### src/rtl/instruction_fetch_unit.sv
`default_nettype none
// ============================================================================
// Module      : instruction_fetch_unit
// Description : MIPS fetch stage. Holds the PC, drives the program memory
//               address, chooses the next PC (JR > J > branch > PC+4) and
//               captures the returned word into the IF/ID register. Stall,
//               flush and valid are handled here, and retired fetches are
//               counted.
// Revision    : 1.0 - initial release
// ============================================================================
module instruction_fetch_unit #(
   parameter logic [31:0] RESET_PC   = 32'h0040_0000,
   parameter int          DATA_WIDTH = 32
) (
   input  logic                  clk,
   input  logic                  reset,
   input  logic                  Stall,
   input  logic                  Flush,
   input  logic                  BranchTaken,
   input  logic [31:0]           BranchTarget,
   input  logic                  Jump,
   input  logic [25:0]           JumpIndex,
   input  logic                  JumpReg,
   input  logic [31:0]           JumpRegTarget,
   input  logic [DATA_WIDTH-1:0] InstructionIn,
   output logic [DATA_WIDTH-1:0] PCAddress,
   output logic [DATA_WIDTH-1:0] IF_ID_Instruction,
   output logic [DATA_WIDTH-1:0] IF_ID_PCPlus4,
   output logic                  IF_ID_Valid,
   output logic                  AddressError,
   output logic [31:0]           FetchCount
);

   localparam logic [DATA_WIDTH-1:0] c_PC_STEP = DATA_WIDTH'(4);
   localparam logic [DATA_WIDTH-1:0] c_NOP     = '0;

   // Architectural state
   logic [DATA_WIDTH-1:0] r_pc;
   logic [DATA_WIDTH-1:0] r_ifid_instr;
   logic [DATA_WIDTH-1:0] r_ifid_pcplus4;
   logic                  r_ifid_valid;
   logic                  r_addr_err;
   logic [31:0]           r_fetch_count;

   // Next-state decode
   logic [DATA_WIDTH-1:0] w_pc_plus4;
   logic                  w_redirect;
   logic [DATA_WIDTH-1:0] w_target;
   logic [DATA_WIDTH-1:0] w_pc_next;
   logic                  w_bubble;
   logic                  w_load;
   logic                  w_jr_misaligned;

   assign w_pc_plus4      = r_pc + c_PC_STEP;
   assign w_redirect      = JumpReg | Jump | BranchTaken;
   assign w_jr_misaligned = JumpReg & (JumpRegTarget[1:0] != 2'b00);
   // Any redirect squashes the word fetched this cycle, as does Flush.
   assign w_bubble        = w_redirect | Flush;
   // A real instruction enters IF/ID only on an undisturbed cycle.
   assign w_load          = ~w_bubble & ~Stall;

   // Redirect target selection, JR highest priority, low two bits forced to 0
   always_comb begin
      w_target = w_pc_plus4;
      if (JumpReg) begin
         w_target = {JumpRegTarget[31:2], 2'b00};
      end else if (Jump) begin
         // Region bits come from the delay-slot address held in IF/ID.
         w_target = {r_ifid_pcplus4[31:28], JumpIndex, 2'b00};
      end else if (BranchTaken) begin
         w_target = {BranchTarget[31:2], 2'b00};
      end
   end

   // Next PC: redirect wins over Stall, otherwise Stall holds, else step
   always_comb begin
      w_pc_next = r_pc;
      if (w_redirect) begin
         w_pc_next = w_target;
      end else if (!Stall) begin
         w_pc_next = w_pc_plus4;
      end
   end

   // PC register
   always_ff @(posedge clk or negedge reset) begin
      if (!reset) begin
         r_pc <= RESET_PC;
      end else begin
         r_pc <= w_pc_next;
      end
   end

   // IF/ID pipeline register: bubble, hold on stall, or capture fetched word
   always_ff @(posedge clk or negedge reset) begin
      if (!reset) begin
         r_ifid_instr   <= c_NOP;
         r_ifid_pcplus4 <= '0;
         r_ifid_valid   <= 1'b0;
      end else if (w_bubble) begin
         r_ifid_instr   <= c_NOP;
         r_ifid_pcplus4 <= '0;
         r_ifid_valid   <= 1'b0;
      end else if (w_load) begin
         r_ifid_instr   <= InstructionIn;
         r_ifid_pcplus4 <= w_pc_plus4;
         r_ifid_valid   <= 1'b1;
      end
   end

   // Sticky misaligned-JR flag, cleared only by reset
   always_ff @(posedge clk or negedge reset) begin
      if (!reset) begin
         r_addr_err <= 1'b0;
      end else if (w_jr_misaligned) begin
         r_addr_err <= 1'b1;
      end
   end

   // Retired-fetch counter, wraps naturally at 2^32
   always_ff @(posedge clk or negedge reset) begin
      if (!reset) begin
         r_fetch_count <= '0;
      end else if (w_load) begin
         r_fetch_count <= r_fetch_count + 32'd1;
      end
   end

   assign PCAddress         = r_pc;
   assign IF_ID_Instruction = r_ifid_instr;
   assign IF_ID_PCPlus4     = r_ifid_pcplus4;
   assign IF_ID_Valid       = r_ifid_valid;
   assign AddressError      = r_addr_err;
   assign FetchCount        = r_fetch_count;

endmodule
`default_nettype wire

### config.mk
export PLATFORM = sky130hd
export DESIGN_NAME = instruction_fetch_unit
export DESIGN_NICKNAME = d
export VERILOG_FILES = /design/src/rtl/instruction_fetch_unit.sv
export SDC_FILE = /design/constraint.sdc
export NUM_CORES = 1
export LEC_CHECK = 0
export BUFFER_PORTS_ARGS = -buffer_cell sky130_fd_sc_hd__buf_2
export CAP_MARGIN = 20
export CORE_MARGIN = 2
export CORE_UTILIZATION = 50
export CTS_CLUSTER_SIZE = 40
export DETAILED_ROUTE_END_ITERATION = 10
export GPL_TIMING_DRIVEN = 0
export PLACE_DENSITY_LB_ADDON = 0.1
export SLEW_MARGIN = 20
export SYNTH_ARGS = -nofsm -noshare
export SYNTH_HDL_FRONTEND = slang
export SYNTH_SLANG_ARGS = --single-unit
### constraint.sdc
create_clock -name clk -period 6 [get_ports clk]
set_input_delay 1.2 -clock clk [delete_from_list [all_inputs] [get_ports clk]]
set_output_delay 1.2 -clock clk [all_outputs]
set_load 0.03 [all_outputs]
==> results of run 1 <==
## metrics by stage
step | instance area [sq um] | utilization | setup slack [ps] | hold slack [ps] | total power [mW]
2_1_floorplan | 6439 | - | 3350 | 650.3 | 1.148
3_3_place_gp | 7910 | 0.6294 | 2134 | 443.1 | 1.288
3_5_place_dp | 7949 | 0.6325 | 2824 | 451.3 | 1.297
4_1_cts | 8481 | 0.6748 | 3268 | 464.6 | 2.238
5_1_grt | 8481 | 0.6748 | 3098 | 480.7 | 2.310
6_report | 8481 | 0.6748 | 3191 | 458.4 | 2.231
## how the worst max path moves through the flow
stage                     cells after the start  slack [ps]  startpoint                            end
after CTS                                     8        3270     JumpReg      PCAddress[14]$_DFFE_PN0N_
after detailed placement                      8        2820     JumpReg      PCAddress[14]$_DFFE_PN0N_
after global placement                        1        2130       reset  IF_ID_PCPlus4[13]$_DFFE_PN0P_
final                                         8        3190     JumpReg      PCAddress[14]$_DFFE_PN0N_
after global routing                          8        3100     JumpReg      PCAddress[14]$_DFFE_PN0N_
after floorplan                               7        3350     JumpReg      PCAddress[14]$_DFFE_PN0N_
## layout by cell type, fill, tap and decap left out, types with 7 or more instances in the layout
cell type | netlist | final
a2bb2oi_1 | 7 | 7
a221oi_1 | 7 | 7
inv_1 | 8 | 8
and3_1 | 7 | 7
a21oi_1 | 19 | 19
nor3_1 | 14 | 13
dfrtp_1 | 125 | 125
clkbuf_1 | 25 | 28
xnor2_1 | 51 | 51
nand2_1 | 79 | 79
buf_2 | 10 | 260
xor2_1 | 24 | 24
nand4_1 | 19 | 19
a22oi_1 | 11 | 11
clkbuf_16 | 0 | 17
o221ai_1 | 12 | 12
nand3_1 | 21 | 21
o21ai_0 | 39 | 39
nor2_1 | 21 | 21
a22o_1 | 35 | 35
## cells by family (layout without fill, tap and decap cells)
family	count (synthesis)	count (layout)	synth area share
simple gates	204	204	0.1775
compound gates	163	163	0.1828
flops	126	126	0.4908
xor+xnor	75	75	0.1022
buf+inv	55	337	0.03913
fa+ha+maj	2	2	0.003893
mux	2	2	0.003115
other cells	1	4	0.0005834
## power by group through the flow
stage	combinational, mW	sequential (mW)	clock, mW
after floorplan	0.138	1.01	0
after global placement	0.342	0.946	0
after detailed placement	0.349	0.948	0
after CTS	0.351	0.934	0.953
after global routing	0.379	0.941	0.991
final	0.351	0.936	0.944
## Yosys cell counts, drive strengths merged (2+ instances only)
cell and count:
dfrtp 125, nand2 79, xnor2 51, o21ai 43, a22o 35, clkbuf 27, xor2 24, nand3 23
nor2 21, buf 20, nand4 20, a21oi 19, nor3 17, o221ai 12, a22oi 11, nor4 9
inv 8, a221oi 7, a2bb2oi 7, and3 7, and2 6, and4 6, a221o 5, o22ai 4
a31oi 3, a41o 3, nand2b 3, nor2b 3, o211ai 3, o21a 3, or2 3, or3 3
and4bb 2, ha 2, mux2i 2, o21bai 2
## critical path, delay by kind of cell
| kind | cells | cell delay, ps |
|---|---|---|
| compound gates | 2 | 390 |
| buf+inv | 3 | 520 |
| simple gates | 3 | 1000 |
## registers in the layout, indices dropped and copies added (netlist names)
name               flops
IF_ID_Valid            1
AddressError           1
IF_ID_Instruction     32
IF_ID_PCPlus4         30
FetchCount            32
PCAddress             30
## layer usage
| layer | global-route usage | part of all wire | up-vias |
|---|---|---|---|
| met5 | 0 | 0 | - |
| met4 | 0.1280 | 0.028 | 0 |
| met3 | 0.07004 | 0.070 | 41 |
| met2 | 0.4868 | 0.49 | 280 |
| met1 | 0.3495 | 0.41 | 3009 |
| li1 | - | - | 2823 |
## cell type report
type	count	area, sq um	area share
sequential	126	3154	0.3719
multi-input combinational	450	3038	0.3582
timing repair buffer	252	1290	0.1521
clock buffer	22	464.2	0.05474
buffer	47	221.5	0.02611
tap	172	215.2	0.02538
clock inverter	8	67.56	0.007967
inverter	8	30.03	0.003541
==> reports/metrics.yaml, run 1 <==
hold_buffers: 0
min-delay-start: "AddressError$_DFFE_PN0P_"
critical_path_class: "input port to register"
wl_per_cell_um: 18.25
die-width_um: 117.4
hold_depth: 1
cpMostUsedCell: "buf_2"
crit_chain: "buf_2 > buf_2 > or3_1 > buf_2 > nor2_1 > nor2_1 > a222oi_1 > a21oi_1"
grtUsageTotal: 0.2878
switching_share: 0.2839
synth_edf_count: 0
drive_gt1_frac: 0.3461
first_iter_violations: 418
htree_levels: 4
dieHeight_um: 117.4
first_global_vias: 6141
n_antenna_cell: 0
critical_path.max_stage_delay_ps: 540
ios: 259
p_clk_frac: 0.423
synth_area_leader_cell: "dfrtp_1"
finClkSkew_ps: 4.633
cts_tree: "done"
setup_viol: 0
nFillCells: 1017
synth_ff_type: "dfrtp_1"
coreArea_sq_mm: 0.01257
cp_max_fo: 10
place_hpwl_mm: 14.58
cts_setup_buffers: 0
pwr-share-comb: 0.158
post-route-min-period_ps: 2809
grt_max_degree: 66
ant_nets: 0
r2r-end: "PCAddress[28]$_DFFE_PN0N_"
synth_area_sq_mm: 0.006427
vias_per_cell: 5.671
dieArea_sq_mm: 0.01378
clk_pin_slew_worst_paths_ps: 50
r2r-start: "PCAddress[2]$_DFFE_PN0N_"
area.growth.synth_to_final_pct: 31.94
cts_buffers: 17
cp_slowest_cell: "nor2_1"
finalCritPeriodShare: 0.4682
slew_viol_final: 0
ys_warn_count: 0
hold_viol_final: 0
gp_congestion: 0.9063
rr_worst_depth: 7
ys_ff_latch: 126
drc: 0
power.internal_mw: 1.598
ir_drop_v: 0.0001637
worstMarginPinSlew_ps: 944.0
syn_avg_cell_area_sq_um: 10.23
worstSetupStartpointType: "input port"
start_util: 0.5114
status: "finished, final reports clean"
wl_mm: 19.80
async_flop_share: 1.000
clock-sinks: 126
p_sw_mw: 0.6333
dr.pass1.iters: 5
cts.path.max_buffers: 2
p_per_area_mw_per_mm2: 263.1
grt_pass1_wl_mm: 31.44
overflow: 0
worstHoldEndpoint: "AddressError$_DFFE_PN0P_"
ys_seq_area_frac: 0.4908
relSlewSlack: 0.3659
nNetsFinal: 1033
cts_root_buf: "clkbuf_16"
clk_latency_ps: 420
hp-class: "register to register"
max_cap_viol_count: 0
setup_tns_ps: 0
io_buffers: 251
required_ps: 6290
cts_resized: 0
antenna_found_initial: 0
yosysTopAreaCellShare: 0.4867
rsz0062_at_grt: "no"
ys_types: 59
cp-end-kind: "register"
row_count: 41
pwr-share-seq: 0.419
crit_arrival_ps: 3100
final_cells: 1085
vias: 6153
rrSetupSlack_ps: 3650
syn_inst: 628
power.leakage_nw: 4.192
dp_cells: 1055
synth_area_leaders: "dfrtp_1, xnor2_1, a22o_1, nand2_1, xor2_1"
fmax_mhz: 356.0
No activity file was read; power rests on OpenSTA's default activity.
==> run 2: changes to the inputs <==
- CORE_UTILIZATION: 50 -> 44
- clock period: 6 -> 2.3 ns (I/O delays scaled with it)
==> run 2 against run 1 <==
Effect of this change:
- clock power grew to 2.8 times the previous value
- global-route usage shrank 2.6 points
- first-iteration DRC count shrank 3.8%
- routed wire length grew 3.3%
- critical path depth is 1 lower
- largest power group unchanged
- combinational power grew to 2.6 times the previous value
- final area is 1.0% higher
- sequential share of layout area is 0.37 points lower
- highest routed layer unchanged
- die area up 13%
- core utilization shrank 8.1 points
==> reports/metrics.yaml, run 2 (synthesized netlist as in run 1, its figures left out) <==
status: "finished, final reports clean"
wl_per_cell_um: 18.60  # +1.9%
cts_tree: "done"
multi_input_area_sq_mm: 0.003045  # +0.25%
gp_congestion: 0.9153  # +0.99%
coreArea_sq_mm: 0.01442  # +15%
relSlewSlack: 0.4478  # +0.08190
worstMarginPinSlew_ps: 823.9  # -120.1 ps
ir_drop_v: 0.0004650  # +180%
finClkSkew_ps: 9.488  # +4.855 ps
overflow: 0  # unchanged
grt_max_degree: 77  # +17%
dieHeight_um: 124.9  # +6.4%
finalCritPeriodShare: 0.9490
mostFrequentLayoutCell: "buf_2"
required_ps: 2630  # -3660 ps
cts_root_buf: "clkbuf_16"
p_per_area_mw_per_mm2: 696.5  # +160%
vias: 6029  # -2.0%
clk_latency_ps: 420  # about the same
drive_gt1_frac: 0.3537  # +0.007600
cts.path.max_buffers: 2  # unchanged
slew_viol_final: 0  # unchanged
hold_viol_final: 0  # unchanged
first_iter_violations: 402  # -3.8%
grt_pass1_wl_mm: 32.19  # +2.4%
io_buffers: 251  # unchanged
ant_nets: 0  # unchanged
worstSetupStartpointType: "register"
critical_path_class: "register to register"
dpl_cell_area_sq_mm: 0.007968  # +0.24%
ios: 259  # unchanged
clk_pin_slew_worst_paths_ps: 60  # about the same
fmax_mhz: 458.1
seqCellArea_sq_mm: 0.003154  # unchanged
nFillCells: 1319  # +30%
start_util: 0.4456  # -0.06579
antenna_found_initial: 0  # unchanged
setup_viol: 0  # unchanged
power.leakage_nw: 4.217  # +0.60%
wl_mm: 20.46  # +3.3%
area.growth.synth_to_final_pct: 33.29
nNetsFinal: 1034  # +0.097%
postLayoutCoreUtil: 0.5939  # -0.08082
hp-class: "input port to register"
grtUsageTotal: 0.2621  # -0.02573
cts_buffers: 17  # unchanged
max_cap_viol_count: 0  # unchanged
row_count: 44  # +7.3%
drc: 0  # unchanged
die-width_um: 124.9  # +6.4%
htree_levels: 4  # unchanged
cp-end-kind: "register"
crit_arrival_ps: 2520  # -580 ps
n_antenna_cell: 0  # unchanged
first_global_vias: 6028  # -1.8%
dr.pass1.iters: 5  # unchanged
cp_max_fo: 7  # -3
place_hpwl_mm: 15.12  # +3.7%
clock-sinks: 126  # unchanged
p_total_mw: 5.967  # +170%
design_area_sq_mm: 0.008567  # +1.0%
setup_tns_ps: 0  # unchanged
vias_per_cell: 5.481  # -3.4%
post-route-min-period_ps: 2183
final_cell_mix: "buf_2, dfrtp_1, nand2_1"
dieArea_sq_mm: 0.01559  # +13%
run 2: per-layer routing:
| metal | vias to the layer above | routed length (um) | track usage |
|---|---|---|---|
| li1 | 2841 | - | - |
| met1 | 2911 | 8911 | 0.3434 |
| met2 | 241 | 9756 | 0.4201 |
| met3 | 36 | 1294 | 0.06830 |
| met4 | 0 | 496 | 0.09739 |
| met5 | - | 0 | 0 |
run 2: worst max-delay path, cell delays in order (launching register included):
cell and delay (ps):
dfrtp_1 460, ha_1 270, nand4_1 280, nor4_4 290, buf_4 200, nand4_1 210
xor2_1 210, o21ai_0 160
run 2: stage by stage:
step	hold WS, ps	setup slack [ps]	std cells
2_1_floorplan	164.4	138.7	631
3_3_place_gp	444.8	-896.2	1066
3_5_place_dp	399.8	-142.8	1067
4_1_cts	245.6	53.78	1099
5_1_grt	243.3	-19.86	1100
6_report	256.5	117.3	1100
run 2: layout make-up:
cell class | count | area share
inverter | 8 | 0.003505
clock buffer | 20 | 0.05448
sequential | 126 | 0.3682
tap | 184 | 0.02687
clock inverter | 12 | 0.01300
timing repair buffer | 254 | 0.1531
multi-input combinational | 450 | 0.3555
buffer | 46 | 0.02541
run 2: worst paths after layout:
| path | startpoint | endpoint | slack, ps | cells past startpoint |
|---|---|---|---|---|
| max | PCAddress[2]$_DFFE_PN0N_ | IF_ID_PCPlus4[26]$_DFFE_PN0P_ | 120 | 7 |
| min | JumpRegTarget[20] | PCAddress[20]$_DFFE_PN0N_ | 260 | 3 |
| max reg2reg | PCAddress[2]$_DFFE_PN0N_ | IF_ID_PCPlus4[26]$_DFFE_PN0P_ | 120 | 7 |
| min reg2reg | FetchCount[31]$_DFFE_PN0P_ | FetchCount[31]$_DFFE_PN0P_ | 470 | 1 |
| max in group asynchronous | reset | PCAddress[11]$_DFFE_PN0N_ | 1030 | 3 |
| min in group asynchronous | reset | FetchCount[27]$_DFFE_PN0P_ | 550 | 2 |
run 2: where the power goes:
| group | internal [mW] | switching [mW] | leakage [nW] |
|---|---|---|---|
| combinational | 0.344 | 0.580 | 2.25 |
| clock | 1.58 | 1.03 | 0.279 |
| sequential | 2.31 | 0.125 | 1.69 |
| total | 4.23 | 1.74 | 4.22 |
run 2: repair_timing:
| item | 4_1_cts | 5_1_grt |
|---|---|---|
| hold buffers | 1 | 0 |
| endpoints found under the hold margin | 49 | 0 |
| endpoints found under the setup margin | 2 | 14 |
| setup buffers | 0 | 1 |
| gates resized for setup | 0 | 2 |
| pin swaps | 0 | 1 |
==> run 3: changes to the inputs <==
- CORE_UTILIZATION: 44 -> 49
- TNS_END_PERCENT: not set -> 5
- clock period: 2.3 -> 2.2 ns (I/O delays scaled with it)
==> run 3 against run 2 <==
Effect of this change:
- routed wire length is 0.14% lower
- sequential cell count stayed put
- die area is 9.9% lower
- combinational power is 5.0% higher
- critical path type unchanged
- global-route usage is 2.9 points higher
- sequential power is 5% higher
- highest routed layer unchanged
- setup slack worse by 15 ps
- core utilization is 7.8 points higher
==> reports/metrics.yaml, run 3 (synthesized netlist as in run 1, its figures left out) <==
ir_drop_v: 0.0004452  # -4.3%
crit_chain: "clkbuf_2 > nand3_4 > nor3_1 > nand4_1 > a21oi_1 > a2bb2oi_1"
coreArea_sq_mm: 0.01272  # -12%
critical_path.max_stage_delay_ps: 650  # +190 ps
vias: 6128  # +1.6%
cts.path.max_buffers: 2  # unchanged
hp-class: "input port to register"
hold_viol_final: 0  # unchanged
mostFrequentLayoutCell: "buf_2"
cts_root_buf: "clkbuf_16"
final_cell_mix: "buf_2, dfrtp_1, nand2_1"
postLayoutCoreUtil: 0.6715  # +0.07757
rrSetupSlack_ps: 100  # about the same
start_util: 0.5052  # +0.05960
r2r-end: "PCAddress[27]$_DFFE_PN0N_"
rr_worst_depth: 6  # -1
p_sw_mw: 1.771  # +1.9%
power.leakage_nw: 4.206  # -0.25%
worstHoldEndpoint: "PCAddress[11]$_DFFE_PN0N_"
antenna_found_initial: 0  # unchanged
nFillCells: 1084  # -18%
ant_nets: 0  # unchanged
vias_per_cell: 5.627  # +2.7%
wl_per_cell_um: 18.76  # +0.87%
dp_cells: 1055  # -1.1%
first_iter_violations: 544  # +35%
clk_latency_ps: 420  # about the same
drc: 0  # unchanged
htree_levels: 4  # unchanged
grt_max_degree: 71  # -7.8%
p_per_area_mw_per_mm2: 730.2  # +4.8%
clk_pin_slew_worst_paths_ps: 60  # about the same
p_total_mw: 6.238  # +4.5%
p_clk_frac: 0.435  # -0.002
setup_tns_ps: 0  # unchanged
grt_pass1_wl_mm: 32.15  # -0.13%
worstMarginPinSlew_ps: 820.1  # -3.722 ps
min-delay-start: "JumpRegTarget[11]"
cts_tree: "done"
finClkSkew_ps: 7.995  # -1.493 ps
required_ps: 2540  # -90 ps
wl_mm: 20.43  # -0.14%
fin_hold_ws_ps: 234.9  # -21.51 ps
r2r-start: "PCAddress[7]$_DFFE_PN0N_"
hold_depth: 3  # unchanged
grtUsageTotal: 0.2908  # +0.02876
slew_viol_final: 0  # unchanged
pwr-share-seq: 0.409  # about the same
first_global_vias: 6143  # +1.9%
post-route-min-period_ps: 2098  # -85.05 ps
place_hpwl_mm: 14.89  # -1.5%
dieHeight_um: 118.5  # -5.1%
overflow: 0  # unchanged
drive_gt1_frac: 0.3501  # -0.003657
row_count: 41  # -6.8%
status: "finished, final reports clean"
critPathTopFamily: "simple AND/OR/NAND/NOR gates"
switching_share: 0.2839  # -0.007221
cp_max_fo: 6  # -1
pwr-share-comb: 0.155  # about the same
rsz0062_at_grt: "no"
max_cap_viol_count: 0  # unchanged
nNetsFinal: 1035  # +0.097%
final_cells: 1089  # -1.0%
gp_congestion: 0.8809  # -3.8%
dr.pass1.iters: 7  # +2
cp_slowest_cell: "nor3_1"
n_antenna_cell: 0  # unchanged
relSlewSlack: 0.4490  # +0.001267
worstSetupStartpointType: "register"
finalCritPeriodShare: 0.9535  # +0.004477
fmax_mhz: 476.7  # +4.1%
cp-end-kind: "register"
crit_arrival_ps: 2440  # -80 ps
critical_path_class: "register to register"
clock-sinks: 126  # unchanged
dieArea_sq_mm: 0.01405  # -9.9%
setup_viol: 0  # unchanged
cp_num_buf_inv: 1  # unchanged
cts_buffers: 17  # unchanged
power.internal_mw: 4.467  # +5.6%
area.growth.synth_to_final_pct: 32.92
io_buffers: 251  # unchanged
die-width_um: 118.5  # -5.1%
ios: 259  # unchanged
==> run 3: cell count changes in the layout (fill, tap and decap cells not counted), sizes merged <==
cell,previous run,this run
inv,10,8
clkbuf,46,48
buf,273,274
clkinv,6,5
bufinv,1,2
==> run 3: how the worst max path moves through the flow <==
stage                                   from                             to  slack [ps]  cells past startpoint
finish              PCAddress[7]$_DFFE_PN0N_      PCAddress[27]$_DFFE_PN0N_         100                      6
global route        PCAddress[7]$_DFFE_PN0N_  IF_ID_PCPlus4[19]$_DFFE_PN0P_           7                      6
CTS                 PCAddress[2]$_DFFE_PN0N_      PCAddress[28]$_DFFE_PN0N_          40                      7
detailed placement                   JumpReg      PCAddress[14]$_DFFE_PN0N_        -210                      8
global placement                       reset  IF_ID_PCPlus4[13]$_DFFE_PN0P_        -900                      1
floorplan           PCAddress[2]$_DFFE_PN0N_      PCAddress[14]$_DFFE_PN0N_          40                      7
==> run 3: power by group through the flow <==
stage / sequential [mW] / combinational [mW] / clock (mW)
6_report: 2.55 / 0.970 / 2.71
5_1_grt: 2.57 / 1.04 / 2.84
4_1_cts: 2.55 / 0.966 / 2.73
3_5_place_dp: 2.59 / 0.957 / 0
3_3_place_gp: 2.58 / 0.936 / 0
2_1_floorplan: 2.75 / 0.376 / 0
==> run 3: worst register-to-register path: cells and delay by family, from the launching register on <==
family	cells	cell delay, ps
AOI/OAI and AO/OA	2	380
buffers and inverters	1	210
DFF	1	360
and+or+nand+nor	3	1060
==> run 3: per-layer routing <==
| metal | GRT usage | wire length [um] | vias to the layer above |
|---|---|---|---|
| li1 | - | - | 2836 |
| met1 | 0.3630 | 8502 | 2962 |
| met2 | 0.4889 | 10070 | 281 |
| met3 | 0.06660 | 1280 | 49 |
| met4 | 0.1146 | 577 | 0 |
| met5 | 0 | 0 | - |
==> run 3: cell type report <==
type | count | area [sq um] | share of cell area
flip-flops and latches | 126 | 3156 | 0.3694
inverters | 8 | 30.03 | 0.003515
well taps | 172 | 215.2 | 0.02519
plain buffers | 46 | 217.7 | 0.02548
clock buffers | 22 | 454.2 | 0.05316
clock inverters | 10 | 115.1 | 0.01347
multi-input cells | 450 | 3040 | 0.3559
repair buffers | 255 | 1315 | 0.1539
==> run 3: metrics by stage <==
step	area [sq um]	worst slack [ps]
floorplan	6439	38.75
global placement	7910	-898.2
detailed placement	7949	-207.1
CTS	8536	36.24
global route	8543	6.642
finish	8543	102.3
==> run 3: timing repair <==
action / CTS / global route
resized for setup: 0 / 3
setup endpoints to repair: 4 / 14
endpoints found under the hold margin: 9 / 0
hold buffers: 1 / 0
cloned: 0 / 0
buffers inserted: 1 / 1
pin swaps: 1 / 2
